===== config.mk =====
export PLATFORM = sky130hd
export DESIGN_NAME = compmult_acc_flat
export DESIGN_NICKNAME = d
export VERILOG_FILES = /design/src/rtl/compmult_acc_if.sv /design/src/rtl/compmult_acc.sv /design/src/flat_wrapper.sv
export SDC_FILE = /design/constraint.sdc
export NUM_CORES = 2
export LEC_CHECK = 0
export CAP_MARGIN = 20
export CORE_MARGIN = 3
export CORE_UTILIZATION = 65
export DETAILED_ROUTE_END_ITERATION = 10
export HOLD_SLACK_MARGIN = 0.08
export PLACE_DENSITY = 0.82
export SYNTH_ARGS = -nofsm -noshare
export SYNTH_HDL_FRONTEND = slang
export SYNTH_SLANG_ARGS = --single-unit

===== constraint.sdc =====
create_clock -name CLK -period 8.95 [get_ports CLK]
set_clock_uncertainty 0.15 [all_clocks]
set_input_delay 1.79 -clock CLK [delete_from_list [all_inputs] [get_ports CLK]]
set_output_delay 1.79 -clock CLK [all_outputs]
set_load 0.05 [all_outputs]

===== src/rtl/compmult_acc_if.sv =====
// Sample/result bundle for compmult_acc: operand stream in, scaled frame sums out.
interface compmult_acc_if #(
  parameter int A_WIDTH   = 16,
  parameter int B_WIDTH   = 16,
  parameter int OUT_WIDTH = 16,
  parameter int LEN_WIDTH = 8
);
  logic                        ce;
  logic                        clr;
  logic signed [A_WIDTH-1:0]   ar;
  logic signed [A_WIDTH-1:0]   ai;
  logic signed [B_WIDTH-1:0]   br;
  logic signed [B_WIDTH-1:0]   bi;
  logic                        conj_b;
  logic [LEN_WIDTH-1:0]        len;
  logic                        valid_i;
  logic signed [OUT_WIDTH-1:0] pr;
  logic signed [OUT_WIDTH-1:0] pi;
  logic                        valid_o;
  logic                        sat_o;

  modport master (
    output ce, clr, ar, ai, br, bi, conj_b, len, valid_i,
    input  pr, pi, valid_o, sat_o
  );

  modport slave (
    input  ce, clr, ar, ai, br, bi, conj_b, len, valid_i,
    output pr, pi, valid_o, sat_o
  );
endinterface


===== src/rtl/compmult_acc.sv =====
// Complex multiply (optionally by conj(b)) and frame accumulate, with rounded,
// saturated output. Pipeline: S1 regs, S2 products, S3 re/im, S4 acc, S5 scale.
module compmult_acc #(
  parameter int A_WIDTH   = 16,
  parameter int B_WIDTH   = 16,
  parameter int ACC_WIDTH = 40,
  parameter int OUT_WIDTH = 16,
  parameter int SHIFT     = 15,
  parameter int LEN_WIDTH = 8
) (
  input logic            CLK,
  input logic            RST,
  compmult_acc_if.slave  bus
);
  localparam int PW  = A_WIDTH + B_WIDTH;
  localparam int RW  = ACC_WIDTH + 1;
  localparam int RSH = (SHIFT > 0) ? SHIFT - 1 : 0;
  localparam logic signed [RW-1:0] RND  = (SHIFT > 0) ? (RW'(1) << RSH) : '0;
  localparam logic signed [RW-1:0] MAXV = {{(RW-OUT_WIDTH+1){1'b0}}, {(OUT_WIDTH-1){1'b1}}};
  localparam logic signed [RW-1:0] MINV = {{(RW-OUT_WIDTH+1){1'b1}}, {(OUT_WIDTH-1){1'b0}}};

  // vld_pipe[0..2] qualify S1..S3
  logic [2:0] vld_pipe;

  logic signed [A_WIDTH-1:0]   s1_ar, s1_ai;
  logic signed [B_WIDTH-1:0]   s1_br, s1_bi;
  logic                        s1_conj, s2_conj;
  logic signed [PW-1:0]        p_rr, p_ri, p_ir, p_ii;
  logic signed [ACC_WIDTH-1:0] s3_re, s3_im;

  logic [LEN_WIDTH-1:0]        cnt, frame_len, len_eff, flen;
  logic                        first, last, acc_done;
  logic signed [ACC_WIDTH-1:0] acc_r, acc_i;
  logic signed [OUT_WIDTH-1:0] q_r, q_i;
  logic                        sat_r, sat_i;

  // Datapath registers carry no reset; validity lives in vld_pipe.
  always_ff @(posedge CLK) begin
    if (bus.ce) begin
      s1_ar   <= bus.ar;
      s1_ai   <= bus.ai;
      s1_br   <= bus.br;
      s1_bi   <= bus.bi;
      s1_conj <= bus.conj_b;
      p_rr    <= PW'(s1_ar) * PW'(s1_br);
      p_ri    <= PW'(s1_ar) * PW'(s1_bi);
      p_ir    <= PW'(s1_ai) * PW'(s1_br);
      p_ii    <= PW'(s1_ai) * PW'(s1_bi);
      s2_conj <= s1_conj;
      s3_re   <= s2_conj ? ACC_WIDTH'(p_rr) + ACC_WIDTH'(p_ii)
                         : ACC_WIDTH'(p_rr) - ACC_WIDTH'(p_ii);
      s3_im   <= s2_conj ? ACC_WIDTH'(p_ir) - ACC_WIDTH'(p_ri)
                         : ACC_WIDTH'(p_ir) + ACC_WIDTH'(p_ri);
    end
  end

  always_ff @(posedge CLK or negedge RST) begin
    if (!RST)         vld_pipe <= '0;
    else if (bus.ce)  vld_pipe <= bus.clr ? 3'b000 : {vld_pipe[1:0], bus.valid_i};
  end

  // len is looked at only when a frame's first sample lands in S4.
  always_comb begin
    len_eff = (bus.len == '0) ? LEN_WIDTH'(1) : bus.len;
    first   = (cnt == '0);
    flen    = first ? len_eff : frame_len;
    last    = (LEN_WIDTH'(cnt + 1'b1) == flen);
  end

  always_ff @(posedge CLK or negedge RST) begin
    if (!RST) begin
      cnt       <= '0;
      frame_len <= '0;
      acc_r     <= '0;
      acc_i     <= '0;
      acc_done  <= 1'b0;
    end else if (bus.ce) begin
      if (bus.clr) begin
        cnt      <= '0;
        acc_r    <= '0;
        acc_i    <= '0;
        acc_done <= 1'b0;
      end else begin
        acc_done <= 1'b0;
        if (vld_pipe[2]) begin
          acc_r <= first ? s3_re : acc_r + s3_re;
          acc_i <= first ? s3_im : acc_i + s3_im;
          if (first) frame_len <= len_eff;
          if (last) begin
            cnt      <= '0;
            acc_done <= 1'b1;
          end else begin
            cnt <= LEN_WIDTH'(cnt + 1'b1);
          end
        end
      end
    end
  end

  // Round half up, arithmetic shift, clip; one extra bit keeps the rounding add from wrapping.
  function automatic logic [OUT_WIDTH:0] scale(input logic signed [ACC_WIDTH-1:0] s);
    logic signed [RW-1:0] x;
    x = (RW'(s) + RND) >>> SHIFT;
    if (x > MAXV)      scale = {1'b1, MAXV[OUT_WIDTH-1:0]};
    else if (x < MINV) scale = {1'b1, MINV[OUT_WIDTH-1:0]};
    else               scale = {1'b0, x[OUT_WIDTH-1:0]};
  endfunction

  always_comb begin
    {sat_r, q_r} = scale(acc_r);
    {sat_i, q_i} = scale(acc_i);
  end

  always_ff @(posedge CLK or negedge RST) begin
    if (!RST) begin
      bus.pr      <= '0;
      bus.pi      <= '0;
      bus.valid_o <= 1'b0;
      bus.sat_o   <= 1'b0;
    end else if (bus.ce) begin
      bus.valid_o <= acc_done;
      if (acc_done) begin
        bus.pr    <= q_r;
        bus.pi    <= q_i;
        bus.sat_o <= sat_r | sat_i;
      end
    end
  end
endmodule


===== src/flat_wrapper.sv =====
// flat-port wrapper written by rule: the top's interface ports become plain ports
module compmult_acc_flat 
#(
  parameter int A_WIDTH   = 16,
  parameter int B_WIDTH   = 16,
  parameter int ACC_WIDTH = 40,
  parameter int OUT_WIDTH = 16,
  parameter int SHIFT     = 15,
  parameter int LEN_WIDTH = 8
)
  (CLK, RST, bus_ce, bus_clr, bus_ar, bus_ai, bus_br, bus_bi, bus_conj_b, bus_len, bus_valid_i, bus_pr, bus_pi, bus_valid_o, bus_sat_o);
  compmult_acc_if #(.A_WIDTH(A_WIDTH), .B_WIDTH(B_WIDTH), .OUT_WIDTH(OUT_WIDTH), .LEN_WIDTH(LEN_WIDTH)) bus_i ();
  input logic CLK;
  input logic RST;
  input wire logic [$bits(bus_i.ce)-1:0] bus_ce;
  input wire logic [$bits(bus_i.clr)-1:0] bus_clr;
  input wire logic [$bits(bus_i.ar)-1:0] bus_ar;
  input wire logic [$bits(bus_i.ai)-1:0] bus_ai;
  input wire logic [$bits(bus_i.br)-1:0] bus_br;
  input wire logic [$bits(bus_i.bi)-1:0] bus_bi;
  input wire logic [$bits(bus_i.conj_b)-1:0] bus_conj_b;
  input wire logic [$bits(bus_i.len)-1:0] bus_len;
  input wire logic [$bits(bus_i.valid_i)-1:0] bus_valid_i;
  output wire logic [$bits(bus_i.pr)-1:0] bus_pr;
  output wire logic [$bits(bus_i.pi)-1:0] bus_pi;
  output wire logic [$bits(bus_i.valid_o)-1:0] bus_valid_o;
  output wire logic [$bits(bus_i.sat_o)-1:0] bus_sat_o;
  assign bus_i.ce = bus_ce;
  assign bus_i.clr = bus_clr;
  assign bus_i.ar = bus_ar;
  assign bus_i.ai = bus_ai;
  assign bus_i.br = bus_br;
  assign bus_i.bi = bus_bi;
  assign bus_i.conj_b = bus_conj_b;
  assign bus_i.len = bus_len;
  assign bus_i.valid_i = bus_valid_i;
  assign bus_pr = bus_i.pr;
  assign bus_pi = bus_i.pi;
  assign bus_valid_o = bus_i.valid_o;
  assign bus_sat_o = bus_i.sat_o;
  compmult_acc #(.A_WIDTH(A_WIDTH), .B_WIDTH(B_WIDTH), .ACC_WIDTH(ACC_WIDTH), .OUT_WIDTH(OUT_WIDTH), .SHIFT(SHIFT), .LEN_WIDTH(LEN_WIDTH)) u_core (.CLK(CLK), .RST(RST), .bus(bus_i));
endmodule

[Word level (Yosys, flattened, before mapping)]
Index checks and enable logic that the tools add are counted.
W data, S select, Z words.
Storage, ports and cells
  memories kept: 0
  logic and storage cells: 69
  bits in registers: 408
  RAM bits: 0
  ROM bits: 0
  bits in latches: 0
Operators by class
  bitwise logic cells: 2
  eq/ne operators: 1
  shift-type cells: 0
  order comparisons: 4
  $mul: 4
  divide/modulo/power cells: 0
  reductions and logical operators: 6
  muxes and demuxes: 21
  add/subtract/negate cells: 9
Operator list (count)
  $mux W40: 8
  $mul A16 B16 Y32: 4
  $add A40 B16 Y41 const B: 2
  $add A40 B40 Y40: 2
  $mux W17: 4
  $add A32 B32 Y33: 2
  $sub A32 B32 Y33: 2
  $gt A26 B16 Y1 const B: 2
  $lt A26 B16 Y1 const B: 2
  $mux W8: 5
  $logic_not A8 Y1: 2
  $add A8 B1 Y8 const B: 1
  $eq A8 B8 Y1: 1
  $reduce_and A2 Y1: 2
  $mux W1: 3
  $mux W3: 1
  $reduce_and A3 Y1: 1
  $reduce_bool A2 Y1: 1
  $not A1 Y1: 1
  $or A1 B1 Y1: 1

[Longest topological paths before layout]
  depth after elaboration: 7
  depth in mapped cells: 26
  gate-level depth less buffers: 24

[Worst setup path after synthesis]
No wires, ideal clock.
  path kind: reg2reg
  from: reg u_core.s1_ai[15]
  to: reg u_core.p_ir[31], data pin
  cell stages (with the launch flop): 24
  path slack: 2.300 ns
  data arrival time: 6.240 ns
  required time: 8.540 ns
  path buffers: 1
  path through: edfxtp_1 -> clkbuf_1 -> nand2_1 -> inv_1 -> fa_1 -> fa_1 -> fa_1 -> fa_1 -> fa_1 -> inv_1 -> fa_1 -> inv_1 -> ha_1 -> a21oi_1 -> o221ai_1 -> a221oi_1 -> o32ai_1 -> o311a_1 -> o211a_1 -> o21a_1 -> o21ai_1 -> nand2b_1 -> a21oi_1 -> xnor2_1
Between the ends
  longest elaborated chain between the ends: 1
RTL lines
  from (decl): line compmult_acc.sv:25  | logic signed [A_WIDTH-1:0] s1_ar, s1_ai;
  from (signal assigned): line compmult_acc.sv:41  | s1_ai <= bus.ai;
  $mul A16 B16 Y32: line compmult_acc.sv:47  | p_ir <= PW'(s1_ai) * PW'(s1_br);
  to (signal assigned): line compmult_acc.sv:47
  to (decl): line compmult_acc.sv:28  | logic signed [PW-1:0] p_rr, p_ri, p_ir, p_ii;
Every way passes these cells.
A chain may end at the register's enable or synchronous reset.

[Final worst setup path]
  from: reg u_core.s1_bi[6]
  to: reg u_core.p_ri[30], data pin
Between the ends
  longest elaborated chain between the ends: 1
RTL lines
  from (decl): line compmult_acc.sv:26  | logic signed [B_WIDTH-1:0] s1_br, s1_bi;
  from (signal assigned): line compmult_acc.sv:43  | s1_bi <= bus.bi;
  $mul A16 B16 Y32: line compmult_acc.sv:46  | p_ri <= PW'(s1_ar) * PW'(s1_bi);
  to (signal assigned): line compmult_acc.sv:46
  to (decl): line compmult_acc.sv:28
Every way passes these cells.

==> results.json <==
{
  "dieHeight_um": 314.6,
  "routed.top_layer": "met5",
  "placed_cell_area_um2": 64240,
  "synthesis.area_um2": 61890,
  "drv_cap": 0,
  "grt-ovfl-total": 0,
  "rsz0062_at_grt": "no",
  "tightest_slew_ps": 1154,
  "r2r_end": "u_core.p_ri[30]$_DFFE_PP_",
  "drt-met1-wl_um": 58420,
  "fmax_mhz": 129.1,
  "port_buffers": 111,
  "slew_viol_final": 0,
  "crit_path_max_fanout": 17,
  "post_drt_wl_per_cell_um": 19.69,
  "ys.flop_type": "edfxtp_1",
  "cts-root-buf": "clkbuf_16",
  "hp-class": "flop to flop",
  "dp_hpwl_um": 121700,
  "viasPerCell": 5.855,
  "crit_required_ps": 9220,
  "synthCells": 6531,
  "grt_pass1_vias": 48270,
  "grt_max_degree": 89,
  "place.gp.congestion": 0.9693,
  "final_util_pct": 70.49,
  "ctsResizeCount": 0,
  "synthesis.nets": 8137,
  "hold_violations": 0,
  "synth_warnings": 0,
  "ant_nets": 0,
  "area_growth_pct": 6.945,
  "hold_start": "u_core.s1_conj$_DFFE_PP_",
  "post_cts_buffers": 0,
  "synthArstFlopShare_pct": 34.01,
  "status": "finished, final reports clean",
  "placedCellCount": 7721,
  "synth_edf_count": 260,
  "cts.clk_slew.worst_paths_ps": 70,
  "start_util_pct": 65.92,
  "clock_tree.buffer_depth": 3,
  "r2r_start": "u_core.s1_bi[6]$_DFFE_PP_",
  "insertion_delay_ps": 660,
  "cts-htree-levels": 2,
  "whs_endpoint": "u_core.s2_conj$_DFFE_PP_",
  "fin_cells": 7823,
  "antenna_found_initial": 8,
  "dieWidth_um": 314.6,
  "cts_tree": "built",
  "endpoint_kind": "flop",
  "fin_area_um2": 66190,
  "ys_seq_area_share_pct": 18.03,
  "die_area_um2": 98950,
  "nets": 8131,
  "crit_arrival_ps": 8010,
  "rrSetupSlack_ps": 1210,
  "rr_worst_depth": 24,
  "path_class": "flop to flop",
  "setup_viol": 0,
  "finalCritPeriodShare_pct": 86.52,
  "pin_count": 112,
  "routed_wirelength_um": 154000,
  "drtIter0Drc": 3720,
  "slew_headroom_pct": 23.09,
  "drive_gt1_share_pct": 3.336,
  "cts.hold.buffers_added": 0,
  "numClockSinks": 394,
  "whs_path_depth": 0,
  "dr_wl_met3_um": 13580,
  "layout_min_cycle_time_ps": 7743,
  "grt_pass1_wl_um": 250000,
  "avgSynthCellArea_um2": 9.476,
  "wl_met2_um": 72810,
  "final_cell_mix": "inv_1 (1,220), fa_1 (1,052), nand2_1 (681), and2_1 (505), ha_1 (476)",
  "grt_use_total_pct": 32.14,
  "tns_ps": 0,
  "drc_errors": 0,
  "coreArea_um2": 93890,
  "yosysUniqueCellTypes": 93,
  "num_vias": 45800,
  "ys_ff_latch": 394,
  "drt_pass1_iterations": 6,
  "final_common_cell": "inv_1",
  "cp-start-kind": "flop",
  "row_count": 112,
  "cts_buffers": 49
}
==> cells in the mapped netlist (all sizes together) (39+ instances only) <==
cell	number	area, um^2
and2	506	3166
nand3	71	360.3
fa	1052	21060
xnor2	220	1927
o21a	40	300.3
a21oi	277	1390
edfxtp	260	7807
nor3	52	271.5
o21bai	39	292.8
a21o	110	825.8
nand2	682	2562
xor2	145	1277
clkbuf	244	915.9
o21ai	238	1191
nand2b	51	326.6
ha	476	5956
inv	1220	4579
dfrtp	134	3353
nor2	283	1067
==> how the worst max path moves through the flow <==
stage | from | endpoint | slack (ps)
4_1_cts | u_core.s1_bi[9]$_DFFE_PP_ | u_core.p_ri[30]$_DFFE_PP_ | 1390
6_report | u_core.s1_bi[6]$_DFFE_PP_ | u_core.p_ri[30]$_DFFE_PP_ | 1210
3_3_place_gp | u_core.s1_bi[9]$_DFFE_PP_ | u_core.p_ri[30]$_DFFE_PP_ | 1530
2_1_floorplan | u_core.s1_ai[15]$_DFFE_PP_ | u_core.p_ir[31]$_DFFE_PP_ | 2300
5_1_grt | u_core.s1_bi[6]$_DFFE_PP_ | u_core.p_ri[30]$_DFFE_PP_ | 930
3_5_place_dp | u_core.s1_bi[9]$_DFFE_PP_ | u_core.p_ri[30]$_DFFE_PP_ | 1390
==> layout make-up <==
cell class              count  area (um^2)
flip-flops and latches    394        11160
multi-input cells        4657        45170
clock inverters            32        484.2
inverters                1220         4579
repair buffers            203         1891
clock buffers              59         1319
fillers                  7023        27700
diodes                      4        10.01
well taps                1254         1569
==> kinds of logic after synthesis <==
| logic type | count (synthesis) | synth area share, % |
|---|---|---|
| and+or+nand+nor | 1813 | 14.34 |
| adders and majority gates | 1528 | 43.65 |
| buffers and inverters | 1480 | 9.007 |
| AOI/OAI and AO/OA | 929 | 9.407 |
| DFF | 394 | 18.03 |
| xor gates and xnor gates | 365 | 5.178 |
| muxes | 22 | 0.3801 |
==> worst max-delay path, cell delays in order, from the launching register on <==
cell and delay, ps:
edfxtp_1 950, buf_4 360, and2_1 170, fa_1 400, inv_1 80, fa_1 440
fa_1 510, inv_1 60, fa_1 500, fa_1 500, inv_1 60, fa_1 480
inv_1 50, ha_1 340, a21o_1 210, a21o_1 170, a21oi_1 170, nand3_1 220
o31ai_1 590, a31oi_1 310, nand4_1 190, a41oi_1 150, o21a_1 200, nor2_1 120
xnor2_1 70
==> stage by stage <==
step	setup slack (ps)	hold WS [ps]
4_1_cts	1391	272.3
3_3_place_gp	1528	265.1
6_report	1207	270.1
3_5_place_dp	1391	256.5
5_1_grt	930.6	277.3
2_1_floorplan	2300	250.3
==> layer usage <==
| metal | global-route usage, % | vias to the layer above |
|---|---|---|
| met5 | 0 | - |
| met4 | 16.51 | 6 |
| met3 | 6.998 | 450 |
| met2 | 52.43 | 1898 |
| met1 | 40.57 | 22870 |
| li1 | - | 20580 |
==> flip-flops by register name, summed over array words and instances (netlist names), 3 cells and up <==
signal            count
u_core.acc_i         40
u_core.acc_r         40
u_core.s3_im         33
u_core.s3_re         33
u_core.p_ii          32
u_core.p_ir          32
u_core.p_ri          32
u_core.p_rr          32
u_core.bus.pi        16
u_core.bus.pr        16
u_core.s1_ai         16
u_core.s1_ar         16
u_core.s1_bi         16
u_core.s1_br         16
u_core.cnt            8
u_core.frame_len      8
u_core.vld_pipe       3
Power is not shown: default switching activity piles up to over one toggle a cycle in this logic, so the estimate is an artifact.
